$ cat src/rtl/fifo_uart_pkg.sv
// Shared definitions for the FIFO-fed 8N1 UART transmitter.
package fifo_uart_pkg;

  localparam int DATA_W     = 8;
  localparam int FRAME_BITS = 10;

  typedef enum logic [2:0] {
    IDLE,
    FETCH,
    START,
    DATA,
    STOP
  } state_e;

endpackage

$ cat src/rtl/uart_baud_cnt.sv
// Bit-period counter: counts 0..CLKS_PER_BIT-1 and flags the terminal count.
module uart_baud_cnt #(
  parameter int CLKS_PER_BIT = 868,
  parameter int CNT_W        = $clog2(CLKS_PER_BIT)
) (
  input  logic             clk,
  input  logic             rst,
  input  logic             clr_i,
  output logic [CNT_W-1:0] cnt_o,
  output logic             tick_o
);

  localparam logic [CNT_W-1:0] TERM = CNT_W'(CLKS_PER_BIT - 1);

  logic [CNT_W-1:0] cnt_q;
  logic [CNT_W-1:0] cnt_d;

  always_comb begin
    cnt_d = cnt_q + 1'b1;
    if (clr_i || (cnt_q == TERM)) cnt_d = '0;
  end

  always_ff @(posedge clk) begin
    if (rst) cnt_q <= '0;
    else     cnt_q <= cnt_d;
  end

  assign cnt_o  = cnt_q;
  assign tick_o = (cnt_q == TERM);

endmodule

$ cat src/rtl/fifo_uart_tx.sv
// 8N1 UART transmitter that pulls bytes from a synchronous FIFO (data valid the
// cycle after the read strobe).
module fifo_uart_tx
  import fifo_uart_pkg::*;
#(
  parameter int CLKS_PER_BIT = 868,
  parameter int DATA_W       = 8
) (
  input  logic              clk,
  input  logic              rst,
  input  logic              tx_enable,
  input  logic              fifo_empty,
  input  logic [DATA_W-1:0] fifo_data,
  output logic              fifo_rd_en,
  output logic              tx,
  output logic              busy,
  output logic              tx_done
);

  localparam int               CNT_W    = $clog2(CLKS_PER_BIT);
  localparam logic [CNT_W-1:0] DONE_CNT = CNT_W'(CLKS_PER_BIT - 2);
  localparam logic [2:0]       LAST_BIT = 3'(DATA_W - 1);

  if (DATA_W != fifo_uart_pkg::DATA_W || DATA_W + 2 != FRAME_BITS) begin : g_bad_width
    $error("fifo_uart_tx supports only 8-bit data");
  end

  state_e            state_q;
  logic [DATA_W-1:0] shift_q;
  logic [2:0]        bit_idx_q;
  logic              tx_q;
  logic              tx_done_q;

  logic [CNT_W-1:0]  baud_cnt;
  logic              baud_tick;
  logic              baud_clr;

  // Read strobe is combinational so it can never fire on a stale empty flag.
  assign fifo_rd_en = !rst && (state_q == IDLE) && tx_enable && !fifo_empty;
  assign baud_clr   = (state_q == IDLE) || (state_q == FETCH);

  uart_baud_cnt #(
    .CLKS_PER_BIT (CLKS_PER_BIT),
    .CNT_W        (CNT_W)
  ) u_baud (
    .clk    (clk),
    .rst    (rst),
    .clr_i  (baud_clr),
    .cnt_o  (baud_cnt),
    .tick_o (baud_tick)
  );

  always_ff @(posedge clk) begin
    if (rst) begin
      state_q   <= IDLE;
      shift_q   <= '0;
      bit_idx_q <= '0;
      tx_q      <= 1'b1;
      tx_done_q <= 1'b0;
    end else begin
      // Registered pulse lands in the final cycle of the stop bit.
      tx_done_q <= (state_q == STOP) && (baud_cnt == DONE_CNT);
      unique case (state_q)
        IDLE: if (fifo_rd_en) state_q <= FETCH;
        FETCH: begin
          shift_q <= fifo_data;
          tx_q    <= 1'b0;
          state_q <= START;
        end
        START: if (baud_tick) begin
          tx_q    <= shift_q[0];
          state_q <= DATA;
        end
        DATA: if (baud_tick) begin
          shift_q   <= {1'b0, shift_q[DATA_W-1:1]};
          bit_idx_q <= bit_idx_q + 3'd1;
          if (bit_idx_q == LAST_BIT) begin
            tx_q    <= 1'b1;
            state_q <= STOP;
          end else begin
            tx_q <= shift_q[1];
          end
        end
        STOP: if (baud_tick) state_q <= IDLE;
        default: state_q <= IDLE;
      endcase
    end
  end

  assign tx      = tx_q;
  assign busy    = (state_q != IDLE);
  assign tx_done = tx_done_q;

endmodule

$ cat config.mk
export PLATFORM = sky130hd
export DESIGN_NAME = fifo_uart_tx
export DESIGN_NICKNAME = d
export VERILOG_FILES = /design/src/rtl/fifo_uart_pkg.sv /design/src/rtl/uart_baud_cnt.sv /design/src/rtl/fifo_uart_tx.sv
export SDC_FILE = /design/constraint.sdc
export NUM_CORES = 1
export LEC_CHECK = 0
export ABC_AREA = 1
export BUFFER_PORTS_ARGS = -buffer_cell sky130_fd_sc_hd__buf_2
export CORE_MARGIN = 2
export CORE_UTILIZATION = 35
export DETAILED_ROUTE_END_ITERATION = 10
export HOLD_SLACK_MARGIN = 0.15
export PLACE_DENSITY = 0.61
export SYNTH_ARGS = -nofsm -noshare
export SYNTH_HDL_FRONTEND = slang
export SYNTH_HIERARCHICAL = 1
export SYNTH_SLANG_ARGS = --single-unit
$ cat constraint.sdc
create_clock -name clk -period 3.7 [get_ports clk]
set_input_delay 0.555 -clock clk [delete_from_list [all_inputs] [get_ports clk]]
set_output_delay 0.555 -clock clk [all_outputs]
set_load 0.1 [all_outputs]
==> results.json <==
{
  "routed_via_density": 4.59,
  "ys_top_cells_by_area": "sky130_fd_sc_hd__dfxtp_1 38%, sky130_fd_sc_hd__nand2_1 9.7%, sky130_fd_sc_hd__inv_1 6.9%",
  "insertion_delay_ns": 0.27,
  "final_antenna_net_count": 0,
  "internal_power_uw": 488,
  "max_freq_mhz": 482,
  "detailed_place.area_um2": 1460,
  "worstSetupStartpointType": "flop",
  "clock-skew-final_ns": 0.00736,
  "fp.coreArea_um2": 3690,
  "powerDensity_nw_per_um2": 575,
  "timing.critical_path.cells": "nor3_1, inv_1, nor2_1, buf_2",
  "clock_power_share_pct": 17.9,
  "nNetsFinal": 216,
  "hp-class": "flop to flop",
  "avgRoutedWirePerCell_um": 9.72,
  "setup_slack_of_the_critical_path_after_layout_ns": 1.62,
  "worst_setup_path_startpoint": "state_q[2]",
  "placement.io_buffers": 15,
  "hold_viol": 0,
  "globalplace.congestion": 0.780,
  "post-cts-setup-buffer-count": 0,
  "post-route-min-period_ns": 2.08,
  "sw_frac_of_total_pct": 43.5,
  "synthesis.instances": 185,
  "run_status": "complete, no violations",
  "residual_overflow_from_global_routing": 0,
  "synth_area_per_cell_um2": 7.36,
  "power.share.combinational_pct": 39.8,
  "grt_start_max_net_pins": 17,
  "cp_data_arrival_time_ns": 1.52,
  "final_critical_path_share_of_the_clock_period_pct": 56.1,
  "layout.filler_cells": 382,
  "r2r-start": "u_baud/cnt_o[0]",
  "worst_hold_startpoint": "shift_q[3]",
  "timing.setup.critical_path_class": "flop to primary output",
  "areaGrowthSynthToFinish_pct": 10.4,
  "final_design_area_no_fill_um2": 1500,
  "cts_buffer_depth": 2,
  "first_global_vias": 989,
  "normalized_max_slew_margin_pct": 59.6,
  "placement.setup.worst_slack_ns": 1.73,
  "cts_htree_levels": 1,
  "critical-path-max-stage-delay_ns": 0.42,
  "netlist.area_leader.share_pct": 38.2,
  "pre_repair_dr_iteration_count": 5,
  "count_of_unique_library_cells_instantiated_by_yosys": 29,
  "cts_resized": 0,
  "final-max-slew-violation-count": 0,
  "grt_pass1_wl_um": 4120,
  "grt.total_usage_pct": 12.0,
  "routed-via-count": 1133,
  "synth-seq-cells": 26,
  "worstPathRequired_ns": 3.14,
  "tns_ns": 0,
  "n_antenna_cell": 0,
  "die_area_um2": 4400,
  "finalSetupViolations": 0,
  "postSynthNetCount": 200,
  "initial_utilization_pct": 36.9,
  "core.rowCount": 22,
  "worstMarginPinSlew_ns": 0.605,
  "final_layout_size_suffix_gt1_share_pct": 21.1,
  "yosys_warnings": 6,
  "design.portCount": 16,
  "cts_tree": "yes",
  "die_width_um": 66.4,
  "path_clk_slew_ns": 0.09,
  "die_y_um": 66.4,
  "post-route-drc-count": 0,
  "cts.root.buffer_cell": "sky130_fd_sc_hd__clkbuf_8",
  "synth_largest_area_cell": "sky130_fd_sc_hd__dfxtp_1",
  "totalWireLength_um": 2400,
  "power.ir.vdd_worst_v": 0.000243,
  "tritoncts.num_buffers": 3,
  "syn-cell-area_um2": 1360,
  "switchingPower_uw": 375,
  "critPathCaptureType": "primary output",
  "place_hpwl_um": 1780,
  "final_util_pct": 40.7,
  "max_cap_viol_count": 0,
  "power.sequential.fraction_pct": 42.2,
  "initial_antenna_violation_count": 0,
  "worstPathMaxFanout": 7,
  "drt_iter0_markers": 101,
  "setup_repair_after_global_routing_missed_its_margin": "no",
  "clkSinkCount": 26,
  "timing.critical_path.slowest_stage_cell": "sky130_fd_sc_hd__buf_2",
  "synth-seq-area-share_pct": 38.2,
  "holdBufCountCts": 0,
  "power_leakage_uw": 0.000585,
  "fin_total_pwr_uw": 863
}
[routing by layer]
layer / vias up / global-route usage, % / part of all wire, %
li1: 622 / - / -
met1: 487 / 15.3 / 49
met2: 22 / 19.0 / 43
met3: 2 / 4.43 / 6.6
met4: 0 / 3.32 / 0.79
met5: - / 0 / 0
[metrics by stage]
stage / instances / hold slack (ns)
after global placement: 244 / 0.442
after global routing: 247 / 0.488
after CTS: 247 / 0.464
after detailed placement: 244 / 0.450
after floorplan: 185 / 0.425
final: 247 / 0.460
[cell usage in the layout (no fill, tap or decap)]
cell and instances:
sky130_fd_sc_hd__o211ai_1 1, sky130_fd_sc_hd__nand2_2 5, sky130_fd_sc_hd__clkbuf_8 3, sky130_fd_sc_hd__nor4_1 2, sky130_fd_sc_hd__nand2_1 35, sky130_fd_sc_hd__nand4_1 1, sky130_fd_sc_hd__dfxtp_1 26, sky130_fd_sc_hd__o21ai_1 9
sky130_fd_sc_hd__a21oi_2 2, sky130_fd_sc_hd__nor2_2 2, sky130_fd_sc_hd__o211ai_2 1, sky130_fd_sc_hd__nand3b_1 1, sky130_fd_sc_hd__xor2_1 3, sky130_fd_sc_hd__inv_1 25, sky130_fd_sc_hd__inv_2 2, sky130_fd_sc_hd__nand2_4 1
sky130_fd_sc_hd__nor3_1 2, sky130_fd_sc_hd__nand3_1 10, sky130_fd_sc_hd__nor2_4 2, sky130_fd_sc_hd__nand3_2 5, sky130_fd_sc_hd__o21ai_2 3, sky130_fd_sc_hd__a21oi_1 15, sky130_fd_sc_hd__o21ai_0 4, sky130_fd_sc_hd__or2_2 1
sky130_fd_sc_hd__buf_2 15, sky130_fd_sc_hd__nor2_1 18, sky130_fd_sc_hd__xnor2_1 2, sky130_fd_sc_hd__ha_1 3
[layout make-up]
class                           count  area [µm²]  area share, %
Multi-Input combinational cell    128         704           46.9
Sequential cell                    26         520           34.6
Inverter                           27         101           6.74
Timing Repair Buffer               15        75.1           5.00
Tap cell                           48        60.1           4.00
Clock buffer                        3        41.3           2.75
[cell usage after synthesis]
cell                        n
sky130_fd_sc_hd__a21oi_1   15
sky130_fd_sc_hd__a21oi_2    2
sky130_fd_sc_hd__buf_2      1
sky130_fd_sc_hd__buf_4      2
sky130_fd_sc_hd__buf_8      1
sky130_fd_sc_hd__dfxtp_1   26
sky130_fd_sc_hd__ha_1       3
sky130_fd_sc_hd__inv_1     25
sky130_fd_sc_hd__inv_2      2
sky130_fd_sc_hd__nand2_1   35
sky130_fd_sc_hd__nand2_2    5
sky130_fd_sc_hd__nand2_4    1
sky130_fd_sc_hd__nand3_1   10
sky130_fd_sc_hd__nand3_2    5
sky130_fd_sc_hd__nand3b_1   1
sky130_fd_sc_hd__nand4_1    1
sky130_fd_sc_hd__nor2_1    18
sky130_fd_sc_hd__nor2_2     2
sky130_fd_sc_hd__nor2_4     2
sky130_fd_sc_hd__nor3_1     2
sky130_fd_sc_hd__nor4_1     2
sky130_fd_sc_hd__o211ai_1   1
sky130_fd_sc_hd__o211ai_2   1
sky130_fd_sc_hd__o21ai_0    4
sky130_fd_sc_hd__o21ai_1    9
sky130_fd_sc_hd__o21ai_2    3
sky130_fd_sc_hd__or2_2      1
sky130_fd_sc_hd__xnor2_1    2
sky130_fd_sc_hd__xor2_1     3
[power by group through the flow]
stage | clock, µW | sequential, µW | combinational (µW)
5_1_grt | 180 | 370 | 388
2_1_floorplan | 0 | 380 | 298
3_5_place_dp | 0 | 370 | 347
6_report | 155 | 365 | 344
4_1_cts | 165 | 364 | 347
3_3_place_gp | 0 | 371 | 347
[worst max-delay path: cells and delay by family, from the launching register on]
family / cells / cell delay, ns
buf+inv: 2 / 0.50
flops: 1 / 0.41
simple gates: 2 / 0.34
[cells by family (layout without fill, tap and decap cells)]
kind of cell               after synthesis  in the layout  synth area share (%)
AOI/OAI and AO/OA                       35             35                  15.0
DFF                                     26             26                  38.2
buffers and inverters                   31             45                  10.0
and+or+nand+nor                         85             85                  30.8
adders and majority gates                3              3                  2.76
xor gates and xnor gates                 5              5                  3.22
[final timing paths]
path / end / slack (ns) / cells past startpoint
max: fifo_rd_en / 1.62 / 4
min: shift_q[3] / 0.46 / 2
max reg2reg: shift_q[1] / 1.86 / 8
min reg2reg: shift_q[3] / 0.46 / 2
[flip-flops by register name, indices dropped and copies added (netlist names)]
| name | cells |
|---|---|
| u_baud/cnt_o | 10 |
| tx_done | 1 |
| tx | 1 |
| bit_idx_q | 3 |
| state_q | 3 |
| shift_q | 8 |
No activity file was read; power rests on OpenSTA's default activity.
